===== src/rtl/secuenciador_bus_rtc_if.sv =====
// Request/grant bus between the RTC requesters and the bus sequencer.
interface secuenciador_bus_rtc_if;
  logic       sol_inicio;
  logic       sol_escribir;
  logic       sol_leer;
  logic [7:0] dir_in;
  logic [7:0] dato_in;
  logic       enable_inicio;
  logic       enable_escribir;
  logic       enable_leer;
  logic [3:0] estado;
  logic [7:0] dir_out;
  logic [7:0] dato_out;
  logic       ocupado;
  logic       fin;

  // Requester side: raises requests, sees grant and phase.
  modport master (
    output sol_inicio, sol_escribir, sol_leer, dir_in, dato_in,
    input  enable_inicio, enable_escribir, enable_leer, estado,
    input  dir_out, dato_out, ocupado, fin
  );

  // Sequencer side.
  modport slave (
    input  sol_inicio, sol_escribir, sol_leer, dir_in, dato_in,
    output enable_inicio, enable_escribir, enable_leer, estado,
    output dir_out, dato_out, ocupado, fin
  );
endinterface


===== src/rtl/secuenciador_bus_rtc.sv =====
// Fixed-priority arbiter and 12-phase sequencer for the multiplexed RTC bus.
module secuenciador_bus_rtc #(
  parameter int unsigned CICLOS_FASE = 4
) (
  input  logic                  clk,
  input  logic                  reset,
  secuenciador_bus_rtc_if.slave bus
);

  localparam int unsigned DIV_W       = 4;
  localparam int unsigned ESTADO_W    = 4;
  localparam logic [DIV_W-1:0]    DIV_MAX     = DIV_W'(CICLOS_FASE - 1);
  localparam logic [ESTADO_W-1:0] ULTIMA_FASE = ESTADO_W'(11);

  typedef enum logic [1:0] {
    REPOSO = 2'd0,
    FASE   = 2'd1,
    FIN    = 2'd2
  } fsm_t;

  fsm_t                state, state_n;
  logic                en_ini, en_ini_n;
  logic                en_esc, en_esc_n;
  logic                en_lee, en_lee_n;
  logic [ESTADO_W-1:0] estado_q, estado_n;
  logic [DIV_W-1:0]    div, div_n;
  logic [7:0]          dir_q, dir_n;
  logic [7:0]          dato_q, dato_n;
  logic                ocupado_q, ocupado_n;
  logic                fin_q, fin_n;
  logic                grant;

  // State and registered outputs, synchronous reset clears everything.
  always_ff @(posedge clk) begin
    if (reset) begin
      state     <= REPOSO;
      en_ini    <= 1'b0;
      en_esc    <= 1'b0;
      en_lee    <= 1'b0;
      estado_q  <= '0;
      div       <= '0;
      dir_q     <= '0;
      dato_q    <= '0;
      ocupado_q <= 1'b0;
      fin_q     <= 1'b0;
    end else begin
      state     <= state_n;
      en_ini    <= en_ini_n;
      en_esc    <= en_esc_n;
      en_lee    <= en_lee_n;
      estado_q  <= estado_n;
      div       <= div_n;
      dir_q     <= dir_n;
      dato_q    <= dato_n;
      ocupado_q <= ocupado_n;
      fin_q     <= fin_n;
    end
  end

  // Next state and next output values: grant in REPOSO, phase stepping in FASE.
  always_comb begin
    state_n   = state;
    en_ini_n  = en_ini;
    en_esc_n  = en_esc;
    en_lee_n  = en_lee;
    estado_n  = estado_q;
    div_n     = div;
    dir_n     = dir_q;
    dato_n    = dato_q;
    ocupado_n = ocupado_q;
    fin_n     = 1'b0;
    grant     = 1'b0;

    unique case (state)
      REPOSO: begin
        en_ini_n  = 1'b0;
        en_esc_n  = 1'b0;
        en_lee_n  = 1'b0;
        estado_n  = '0;
        div_n     = '0;
        ocupado_n = 1'b0;
        if (bus.sol_inicio) begin
          en_ini_n = 1'b1;
          grant    = 1'b1;
        end else if (bus.sol_escribir) begin
          en_esc_n = 1'b1;
          grant    = 1'b1;
        end else if (bus.sol_leer) begin
          en_lee_n = 1'b1;
          grant    = 1'b1;
        end
        if (grant) begin
          ocupado_n = 1'b1;
          dir_n     = bus.dir_in;
          dato_n    = bus.dato_in;
          state_n   = FASE;
        end
      end

      FASE: begin
        if (div == DIV_MAX) begin
          div_n = '0;
          if (estado_q == ULTIMA_FASE) begin
            state_n  = FIN;
            en_ini_n = 1'b0;
            en_esc_n = 1'b0;
            en_lee_n = 1'b0;
            estado_n = '0;
            fin_n    = 1'b1;
          end else begin
            estado_n = estado_q + ESTADO_W'(1);
          end
        end else begin
          div_n = div + DIV_W'(1);
        end
      end

      FIN: begin
        state_n   = REPOSO;
        ocupado_n = 1'b0;
      end

      default: begin
        state_n = REPOSO;
      end
    endcase
  end

  assign bus.enable_inicio   = en_ini;
  assign bus.enable_escribir = en_esc;
  assign bus.enable_leer     = en_lee;
  assign bus.estado          = estado_q;
  assign bus.dir_out         = dir_q;
  assign bus.dato_out        = dato_q;
  assign bus.ocupado         = ocupado_q;
  assign bus.fin             = fin_q;

endmodule

===== src/flat_wrapper.sv =====
// flat-port wrapper written by rule: the top's interface ports become plain ports
module secuenciador_bus_rtc_flat 
#(
  parameter int unsigned CICLOS_FASE = 4
)
  (clk, reset, bus_sol_inicio, bus_sol_escribir, bus_sol_leer, bus_dir_in, bus_dato_in, bus_enable_inicio, bus_enable_escribir, bus_enable_leer, bus_estado, bus_dir_out, bus_dato_out, bus_ocupado, bus_fin);
  secuenciador_bus_rtc_if bus_i ();
  input  logic clk;
  input  logic reset;
  input wire logic [$bits(bus_i.sol_inicio)-1:0] bus_sol_inicio;
  input wire logic [$bits(bus_i.sol_escribir)-1:0] bus_sol_escribir;
  input wire logic [$bits(bus_i.sol_leer)-1:0] bus_sol_leer;
  input wire logic [$bits(bus_i.dir_in)-1:0] bus_dir_in;
  input wire logic [$bits(bus_i.dato_in)-1:0] bus_dato_in;
  output wire logic [$bits(bus_i.enable_inicio)-1:0] bus_enable_inicio;
  output wire logic [$bits(bus_i.enable_escribir)-1:0] bus_enable_escribir;
  output wire logic [$bits(bus_i.enable_leer)-1:0] bus_enable_leer;
  output wire logic [$bits(bus_i.estado)-1:0] bus_estado;
  output wire logic [$bits(bus_i.dir_out)-1:0] bus_dir_out;
  output wire logic [$bits(bus_i.dato_out)-1:0] bus_dato_out;
  output wire logic [$bits(bus_i.ocupado)-1:0] bus_ocupado;
  output wire logic [$bits(bus_i.fin)-1:0] bus_fin;
  assign bus_i.sol_inicio = bus_sol_inicio;
  assign bus_i.sol_escribir = bus_sol_escribir;
  assign bus_i.sol_leer = bus_sol_leer;
  assign bus_i.dir_in = bus_dir_in;
  assign bus_i.dato_in = bus_dato_in;
  assign bus_enable_inicio = bus_i.enable_inicio;
  assign bus_enable_escribir = bus_i.enable_escribir;
  assign bus_enable_leer = bus_i.enable_leer;
  assign bus_estado = bus_i.estado;
  assign bus_dir_out = bus_i.dir_out;
  assign bus_dato_out = bus_i.dato_out;
  assign bus_ocupado = bus_i.ocupado;
  assign bus_fin = bus_i.fin;
  secuenciador_bus_rtc #(.CICLOS_FASE(CICLOS_FASE)) u_core (.clk(clk), .reset(reset), .bus(bus_i));
endmodule

===== config.mk =====
export PLATFORM = sky130hd
export DESIGN_NAME = secuenciador_bus_rtc_flat
export DESIGN_NICKNAME = d
export VERILOG_FILES = /design/src/rtl/secuenciador_bus_rtc_if.sv /design/src/rtl/secuenciador_bus_rtc.sv /design/src/flat_wrapper.sv
export SDC_FILE = /design/constraint.sdc
export NUM_CORES = 1
export LEC_CHECK = 0
export CORE_MARGIN = 8
export CORE_UTILIZATION = 48
export DETAILED_ROUTE_END_ITERATION = 8
export PLACE_DENSITY = 0.93
export SLEW_MARGIN = 0
export SYNTH_ARGS = -nofsm -noshare
export SYNTH_HDL_FRONTEND = slang
export SYNTH_SLANG_ARGS = --single-unit

===== constraint.sdc =====
create_clock -name clk -period 4.25 [get_ports clk]
set_input_delay 0.85 -clock clk [delete_from_list [all_inputs] [get_ports clk]]
set_output_delay 0.85 -clock clk [all_outputs]
set_load 0.05 [all_outputs]

# Yosys cells after proc, flatten, opt, wreduce, memory -nomap -nowiden
# Index checks and enable logic that the tools add are counted.
# totals
wordCells	55
out_inout_bits	25
regBits	31
# classes
eq_ne	7
n_mux	26
bitwise_logic	2
n_addsub	2
n_reduce_logical	8
# ops
operator	count
4-bit one-hot mux with 2 select lines	2
1-bit two-way mux	13
4-bit two-way mux	3
4-bit by 1-bit adder with 4-bit output, second input constant	2
1-bit one-hot mux with 2 select lines	4
2-bit two-way mux	3
2-bit by 1-bit != test with 1-bit output, second input constant	3
3-bit AND reduction	2
4-bit by 2-bit == test with 1-bit output, second input constant	1
4-bit == test, second input constant	1
2-bit one-hot mux with 2 select lines	1
2-bit AND reduction	2
2-bit nonzero test	2
3-bit OR reduction	1
2-bit by 1-bit == test with 1-bit output, second input constant	1
2-bit == test, second input constant	1
2-bit logical NOT	1
1-bit inverter	2

# Longest topological paths before layout
# Gate-level depths: netlist of the first run.
# logic_depth
word_depth	6
ltp_mapped	5
mapped_depth_nobuf	4

# Least setup slack after synthesis of the first run
# Ideal clock, no wire load.
# synth_timing
path_type	in2reg
from	in bus_sol_escribir
to	reg u_core.state[0]
cell_stages	5
setup_slack_ns	2.473
arrival_ns	1.645
cell_sequence	or3_1 -> buf_2 -> buf_2 -> nand2_1 -> a21oi_1
# synth_via
elab_chain_len	5
# synth_lines
item	line	source
from (decl)	flat_wrapper.sv:11	input wire logic [$bits(bus_i.sol_escribir)-1:0] bus_sol_escribir;
1-bit two-way mux	secuenciador_bus_rtc.sv:85	end else if (bus.sol_escribir) begin
1-bit two-way mux	secuenciador_bus_rtc.sv:82	if (bus.sol_inicio) begin
1-bit two-way mux	secuenciador_bus_rtc.sv:74	unique case (state)
2-bit by 1-bit != test with 1-bit output (no source line)	-	
3-bit AND reduction (no source line)	-	
to (signal assigned)	secuenciador_bus_rtc.sv:47	state <= state_n;
to (decl)	secuenciador_bus_rtc.sv:21	fsm_t state, state_n;
# No other way between the ends. The select of a mux whose other input is x is not followed.
# A chain may end at the register's enable or synchronous reset.

# Worst setup path in the final report of the first run
# layout_timing
from	reg u_core.estado_q[2], in the netlist u_core.bus.estado[2]
to	out bus_estado[2]
# layout_rtl
item	line	source
from (decl)	secuenciador_bus_rtc.sv:25	logic [ESTADO_W-1:0] estado_q, estado_n;
from (signal assigned)	secuenciador_bus_rtc.sv:51	estado_q <= estado_n;
to (decl)	flat_wrapper.sv:18	output wire logic [$bits(bus_i.estado)-1:0] bus_estado;
# No word-level cell between the ends.

==> flow_metrics.env, run 1 <==
export IMPL_holdCritStartpoint="u_core.bus.dato_out[3]"
export IMPL_die_area_mm2=0.00478
export IMPL_seqPwrFrac=0.448
export IMPL_nets=221
export IMPL_post_cts_resized=0
export IMPL_ctsLongestPathBuffers=2
export IMPL_cts_hold_buf=0
export IMPL_critPathLaunchType="flip-flop"
export IMPL_overflow=0
export IMPL_ant_nets=0
export IMPL_pwr_share_comb=0.206
export IMPL_grt_pass1_wl_um=6110
export IMPL_rr_worst_depth=4
export IMPL_synthCells=157
export IMPL_slowest_stage="clkdlybuf4s50_1"
export IMPL_first_pass_iters=4
export IMPL_powerDensity_mw_per_mm2=374
export IMPL_ys_seq_elements=31
export IMPL_cts_root_buf="clkbuf_4"
export IMPL_dpl_instance_area_mm2=0.00180
export IMPL_drt_total_wl_um=3770
export IMPL_yosys_area_top_type="dfxtp_1"
export IMPL_core_area_mm2=0.00271
export IMPL_netlist_area_leader_share=0.458
export IMPL_initial_core_util=0.500
export IMPL_path_delay_family="buffers and inverters"
export IMPL_slew_viol_final=0
export IMPL_ys_seq_area_frac=0.458
export IMPL_grt_total_usage=0.154
export IMPL_cts_tree="yes"
export IMPL_final_area_mm2=0.00189
export IMPL_detailed_place_hpwl_um=2660
export IMPL_met2_usage=0.250
export IMPL_post_drt_via_cell_ratio=5.93
export IMPL_fin_tns_setup_ns=0
export IMPL_drt_iter0_drc=89
export IMPL_drive_gt1_frac=0.0754
export IMPL_hold_viol=0
export IMPL_synth_area_leaders="dfxtp_1 46%, nand3_1 7.7%, a21oi_1 7.4%"
export IMPL_vdd_ir_drop_max_uv=341
export IMPL_synth_cell_types=36
export IMPL_synth_edf_count=0
export IMPL_path_max_fanout=8
export IMPL_clk_pin_slew_worst_paths_ns=0.10
export IMPL_rsz0062_at_grt="false"
export IMPL_rows=19
export IMPL_status="finished, final reports clean"
export IMPL_max_slew_margin_rel=0.430
export IMPL_synth_top_cells_by_count="31 x dfxtp_1, 21 x nand3_1, 20 x a21oi_1, 18 x o21ai_0"
export IMPL_drc=0
export IMPL_pwr_share_clk=0.346
export IMPL_crit_buf_inv=1
export IMPL_r2r_start="u_core.div[0]"
export IMPL_skew_ns=0.00733
export IMPL_grt_util_met3=0.0658
export IMPL_worstPathCellList="clkdlybuf4s50_1"
export IMPL_period_needed_ns=2.51
export IMPL_vias=1365
export IMPL_endpoint_kind="primary output"
export IMPL_cts_inserted_buffers=5
export IMPL_slowest_delay_ns=0.85
export IMPL_critical_path_required_ns=3.40
export IMPL_setup_viol=0
export IMPL_p_sw_uw=205
export IMPL_post_route_period_util=0.590
export IMPL_critPathKind="flip-flop to primary output"
export IMPL_pin_count=46
export IMPL_grt_max_degree=21
export IMPL_ff2ff_setup_slack_ns=2.71
export IMPL_synth_main_ff_cell="dfxtp_1"
export IMPL_die_y_um=69.2
export IMPL_hold_class="flip-flop to flip-flop"
export IMPL_cts_setup_buffers=0
export IMPL_grt_busiest_layer="met2"
export IMPL_cap_violations=0
export IMPL_port_buffers=45
export IMPL_diodes=0
export IMPL_holdPathStages=2
export IMPL_fp_dieW_um=69.2
export IMPL_tightest_slew_ns=0.851
export IMPL_syn_nets=180
export IMPL_switching_share=0.290
export IMPL_r2r_end="u_core.bus.enable_inicio"
export IMPL_synthArstFlopShare=0
export IMPL_syn_area_mm2=0.00136
export IMPL_leakage_nw=0.692
export IMPL_htreeDepth=2
export IMPL_p_int_uw=501
export IMPL_timing_critical_path_arrival_ns=1.66
export IMPL_clock_fmax_ghz=0.399
export IMPL_synth_most_common_cell="dfxtp_1"
export IMPL_clk_latency_ns=0.33
export IMPL_wl_per_cell_um=16.4
export IMPL_antenna_found_initial=0
export IMPL_min_to="u_core.bus.dato_out[3]"
export IMPL_syn_area_per_cell_um2=8.64
export IMPL_ys_warnings_count=0
export IMPL_grtUsageMet1=0.163
export IMPL_grt_pass1_vias=1286
export IMPL_place_congestion=0.782
export IMPL_cts_sinks=31
export IMPL_area_growth_pct=39.2
## stage by stage
stage	instances	setup slack, ns	hold WS, ns	utilization	power [mW]
after floorplan	157	2.47	0.468	-	0.413
after global placement	222	1.77	0.462	0.665	0.464
after detailed placement	222	1.61	0.467	0.665	0.468
after CTS	230	1.74	0.480	0.697	0.708
after global routing	230	1.68	0.505	0.697	0.736
final	230	1.74	0.481	0.697	0.706
## cell type report
type                            instances  area, µm²
Fill cell                             237        822
Inverter                                1       3.75
Clock buffer                            6       51.3
Clock inverter                          2       35.0
Multi-Input combinational cell        113        681
Sequential cell                        31        621
Timing Repair Buffer                   46        458
Tap cell                               31       38.8
## worst max path at each step
stage | start | endpoint | slack [ns] | cells past startpoint
after floorplan | bus_sol_escribir | u_core.state[0] | 2.47 | 5
after global placement | reset | u_core.bus.estado[2] | 1.77 | 5
after detailed placement | reset | u_core.bus.estado[3] | 1.61 | 5
after CTS | u_core.bus.estado[2] | bus_estado[2] | 1.74 | 1
after global routing | u_core.bus.estado[2] | bus_estado[2] | 1.68 | 1
final | u_core.bus.estado[2] | bus_estado[2] | 1.74 | 1
## layer usage
metal  up-vias  routed length [µm]
met4         0                 123
met2        55                1860
li1        658                   -
met1       641                1530
met3        11                 264
met5         -                   0
## cell usage in the layout (no fill, tap or decap), types with 2 or more instances in the layout
cell type        Yosys  final
a21oi_1             20     20
clkbuf_4             0      5
nand2_1              7      7
and3_1               3      3
nand2b_1             4      4
nand3_1             21     21
o22ai_1              2      2
o31ai_1              2      2
dfxtp_1             31     31
nand4b_1             3      3
nor2_1               2      2
nor3b_1              2      2
clkdlybuf4s50_1      0     45
mux2i_1              2      2
o21ai_0             18     18
nand3b_1             4      4
ha_1                 2      2
or3_1                2      2
nor2b_1              3      3
## logic make-up (layout without fill, tap and decap cells)
group,count (synthesis),in the layout,share of synthesized area
buffers and inverters,13,55,0.0406
DFF,31,31,0.458
adders and majority gates,2,2,0.0184
AOI/OAI and AO/OA,50,50,0.208
muxes,2,2,0.0148
and+or+nand+nor,59,59,0.261
## power groups by stage
| stage | Combinational, mW | Sequential, mW | Clock [mW] |
|---|---|---|---|
| 3_3_place_gp | 0.143 | 0.322 | 0 |
| 6_report | 0.146 | 0.316 | 0.244 |
| 3_5_place_dp | 0.146 | 0.323 | 0 |
| 2_1_floorplan | 0.0443 | 0.368 | 0 |
| 5_1_grt | 0.154 | 0.318 | 0.264 |
| 4_1_cts | 0.146 | 0.316 | 0.245 |
## registers in the layout, summed over array words and instances (netlist names)
name and cells:
u_core.bus.enable_leer 1, u_core.bus.enable_inicio 1, u_core.div 4, u_core.bus.dato_out 8, u_core.bus.fin 1, u_core.bus.estado 4
u_core.bus.ocupado 1, u_core.bus.enable_escribir 1, u_core.bus.dir_out 8, u_core.state 2
## tightest hold or removal path: cells and delay by family (launching register included)
family             cells  cell delay [ns]
DFF                    1             0.32
AOI/OAI and AO/OA      2             0.12
No activity file was read; power rests on OpenSTA's default activity.
==> run 2: changes to the inputs <==
--- a/config.mk
+++ b/config.mk
@@ -6,9 +6,9 @@
 export NUM_CORES = 1
 export LEC_CHECK = 0
 export CORE_MARGIN = 8
-export CORE_UTILIZATION = 48
+export CORE_UTILIZATION = 40
 export DETAILED_ROUTE_END_ITERATION = 8
-export PLACE_DENSITY = 0.93
+export PLACE_DENSITY = 0.84
 export SLEW_MARGIN = 0
 export SYNTH_ARGS = -nofsm -noshare
 export SYNTH_HDL_FRONTEND = slang
==> constraint.sdc (replaced) <==
create_clock -name clk -period 2.1 [get_ports clk]
set_input_delay 0.42 -clock clk [delete_from_list [all_inputs] [get_ports clk]]
set_output_delay 0.42 -clock clk [all_outputs]
set_load 0.05 [all_outputs]
==> run 2 against run 1 <==
Effect of this change:
- non-clock buffer count increased by 2
- clock skew increased by 0.0011 ns
- largest power group unchanged
- total power increased by 100%
- wire length decreased by 8.3%
- sequential cell count unchanged
- die area increased by 15%
==> flow_metrics.env, run 2 (synthesis gave the netlist of run 1 again) <==
export IMPL_final_area_mm2=0.00192
export IMPL_rsz0062_at_grt="false"
export IMPL_max_slew_margin_rel=0.616
export IMPL_cts_hold_buf=0
export IMPL_cts_setup_buffers=0
export IMPL_first_pass_iters=4
export IMPL_grt_total_usage=0.126
export IMPL_rows=21
export IMPL_worstPathCellList="clkdlybuf4s50_1"
export IMPL_crit_end="bus_estado[0]"
export IMPL_cp_startpoint="u_core.bus.estado[0]"
export IMPL_drt_iter0_drc=77
export IMPL_clock_fmax_ghz=0.494
export IMPL_skew_ns=0.00847
export IMPL_vias=1292
export IMPL_setup_viol=0
export IMPL_hold_viol=0
export IMPL_die_area_mm2=0.00551
export IMPL_post_drt_via_cell_ratio=5.23
export IMPL_ctsLongestPathBuffers=2
export IMPL_timing_critical_path_arrival_ns=1.61
export IMPL_antenna_found_initial=0
export IMPL_clk_pin_slew_worst_paths_ns=0.10
export IMPL_hold_class="flip-flop to flip-flop"
export IMPL_leakage_nw=0.702
export IMPL_cts_sinks=31
export IMPL_detailed_place_hpwl_um=2360
export IMPL_rr_worst_depth=4
export IMPL_core_area_mm2=0.00328
export IMPL_initial_core_util=0.413
export IMPL_endpoint_kind="primary output"
export IMPL_slowest_stage="clkdlybuf4s50_1"
export IMPL_place_inst=239
export IMPL_path_delay_family="buffers and inverters"
export IMPL_diodes=0
export IMPL_final_cells=247
export IMPL_htreeDepth=2
export IMPL_port_buffers=45
export IMPL_drt_total_wl_um=3460
export IMPL_slowest_delay_ns=0.84
export IMPL_seqCellArea_um2=621
export IMPL_area_growth_pct=41.7
export IMPL_path_max_fanout=6
export IMPL_fin_tns_setup_ns=0
export IMPL_period_needed_ns=2.03
export IMPL_overflow=0
export IMPL_holdPathStages=2
export IMPL_cts_root_buf="clkbuf_4"
export IMPL_layout_commonest_cell="clkdlybuf4s50_1"
export IMPL_tightest_slew_ns=0.577
export IMPL_crit_buf_inv=1
export IMPL_fill_cells=300
export IMPL_grt_pass1_wl_um=5490
export IMPL_place_congestion=0.742
export IMPL_hold_slack_ns=0.477
export IMPL_wl_per_cell_um=14.0
export IMPL_r2r_end="u_core.bus.estado[3]"
export IMPL_critical_path_required_ns=1.68
export IMPL_nets=223
export IMPL_critPathLaunchType="flip-flop"
export IMPL_drc=0
export IMPL_r2r_start="u_core.div[0]"
export IMPL_clk_latency_ns=0.33
export IMPL_powerDensity_mw_per_mm2=741
export IMPL_ant_nets=0
export IMPL_pin_count=46
export IMPL_cts_inserted_buffers=5
export IMPL_critPathKind="flip-flop to primary output"
export IMPL_post_route_period_util=0.965
export IMPL_fp_dieW_um=74.2
export IMPL_dpl_instance_area_mm2=0.00184
export IMPL_vdd_ir_drop_max_uv=428
export IMPL_drive_gt1_frac=0.0846
export IMPL_ff2ff_setup_slack_ns=0.58
export IMPL_total_power_mw=1.42
export IMPL_cp_depth=1
export IMPL_post_cts_resized=0
export IMPL_die_y_um=74.2
export IMPL_mostFrequentLayoutCells="45 x clkdlybuf4s50_1, 31 x dfxtp_1, 21 x nand3_1"
export IMPL_slew_viol_final=0
export IMPL_cap_violations=0
export IMPL_grt_pass1_vias=1206
export IMPL_grt_max_degree=35
export IMPL_status="finished, final reports clean"
export IMPL_cts_tree="yes"
export IMPL_multi_input_area_um2=681
-- run 2: worst min path at each step --
stage,startpoint,to,slack (ns)
final,u_core.bus.ocupado,u_core.bus.ocupado,0.48
after CTS,u_core.bus.ocupado,u_core.bus.ocupado,0.48
after global placement,u_core.bus.ocupado,u_core.bus.ocupado,0.46
after floorplan,u_core.div[0],u_core.div[0],0.47
after detailed placement,u_core.bus.ocupado,u_core.bus.ocupado,0.46
after global routing,u_core.bus.enable_inicio,u_core.bus.enable_inicio,0.50
-- run 2: layout make-up --
cell class              count  share of cell area
multi-input cells         113               0.354
clock inverters             2              0.0182
inverters                   1             0.00195
clock buffers               6              0.0267
flip-flops and latches     31               0.323
repair buffers             48               0.246
well taps                  46              0.0299
-- run 2: through the flow --
stage | utilization | setup slack [ns]
finish | 0.585 | 0.0741
global route | 0.585 | 0.00386
CTS | 0.585 | 0.0381
detailed placement | 0.559 | 0.163
global placement | 0.559 | 0.192
floorplan | - | 0.579
-- run 2: routing by layer --
layer	wire length, µm	track usage	part of all wire	vias to the layer above
met4	30	0.0391	0.0087	0
met1	1540	0.148	0.44	596
met3	304	0.0593	0.088	4
li1	-	-	-	660
met5	0	0	0	-
met2	1590	0.199	0.46	32
-- run 2: power by group --
part,internal [mW],switching (mW),total (mW),leakage (nW)
registers,0.620,0.0197,0.639,0.254
logic,0.116,0.181,0.297,0.400
clock network,0.281,0.207,0.488,0.0482
total,1.02,0.407,1.42,0.702
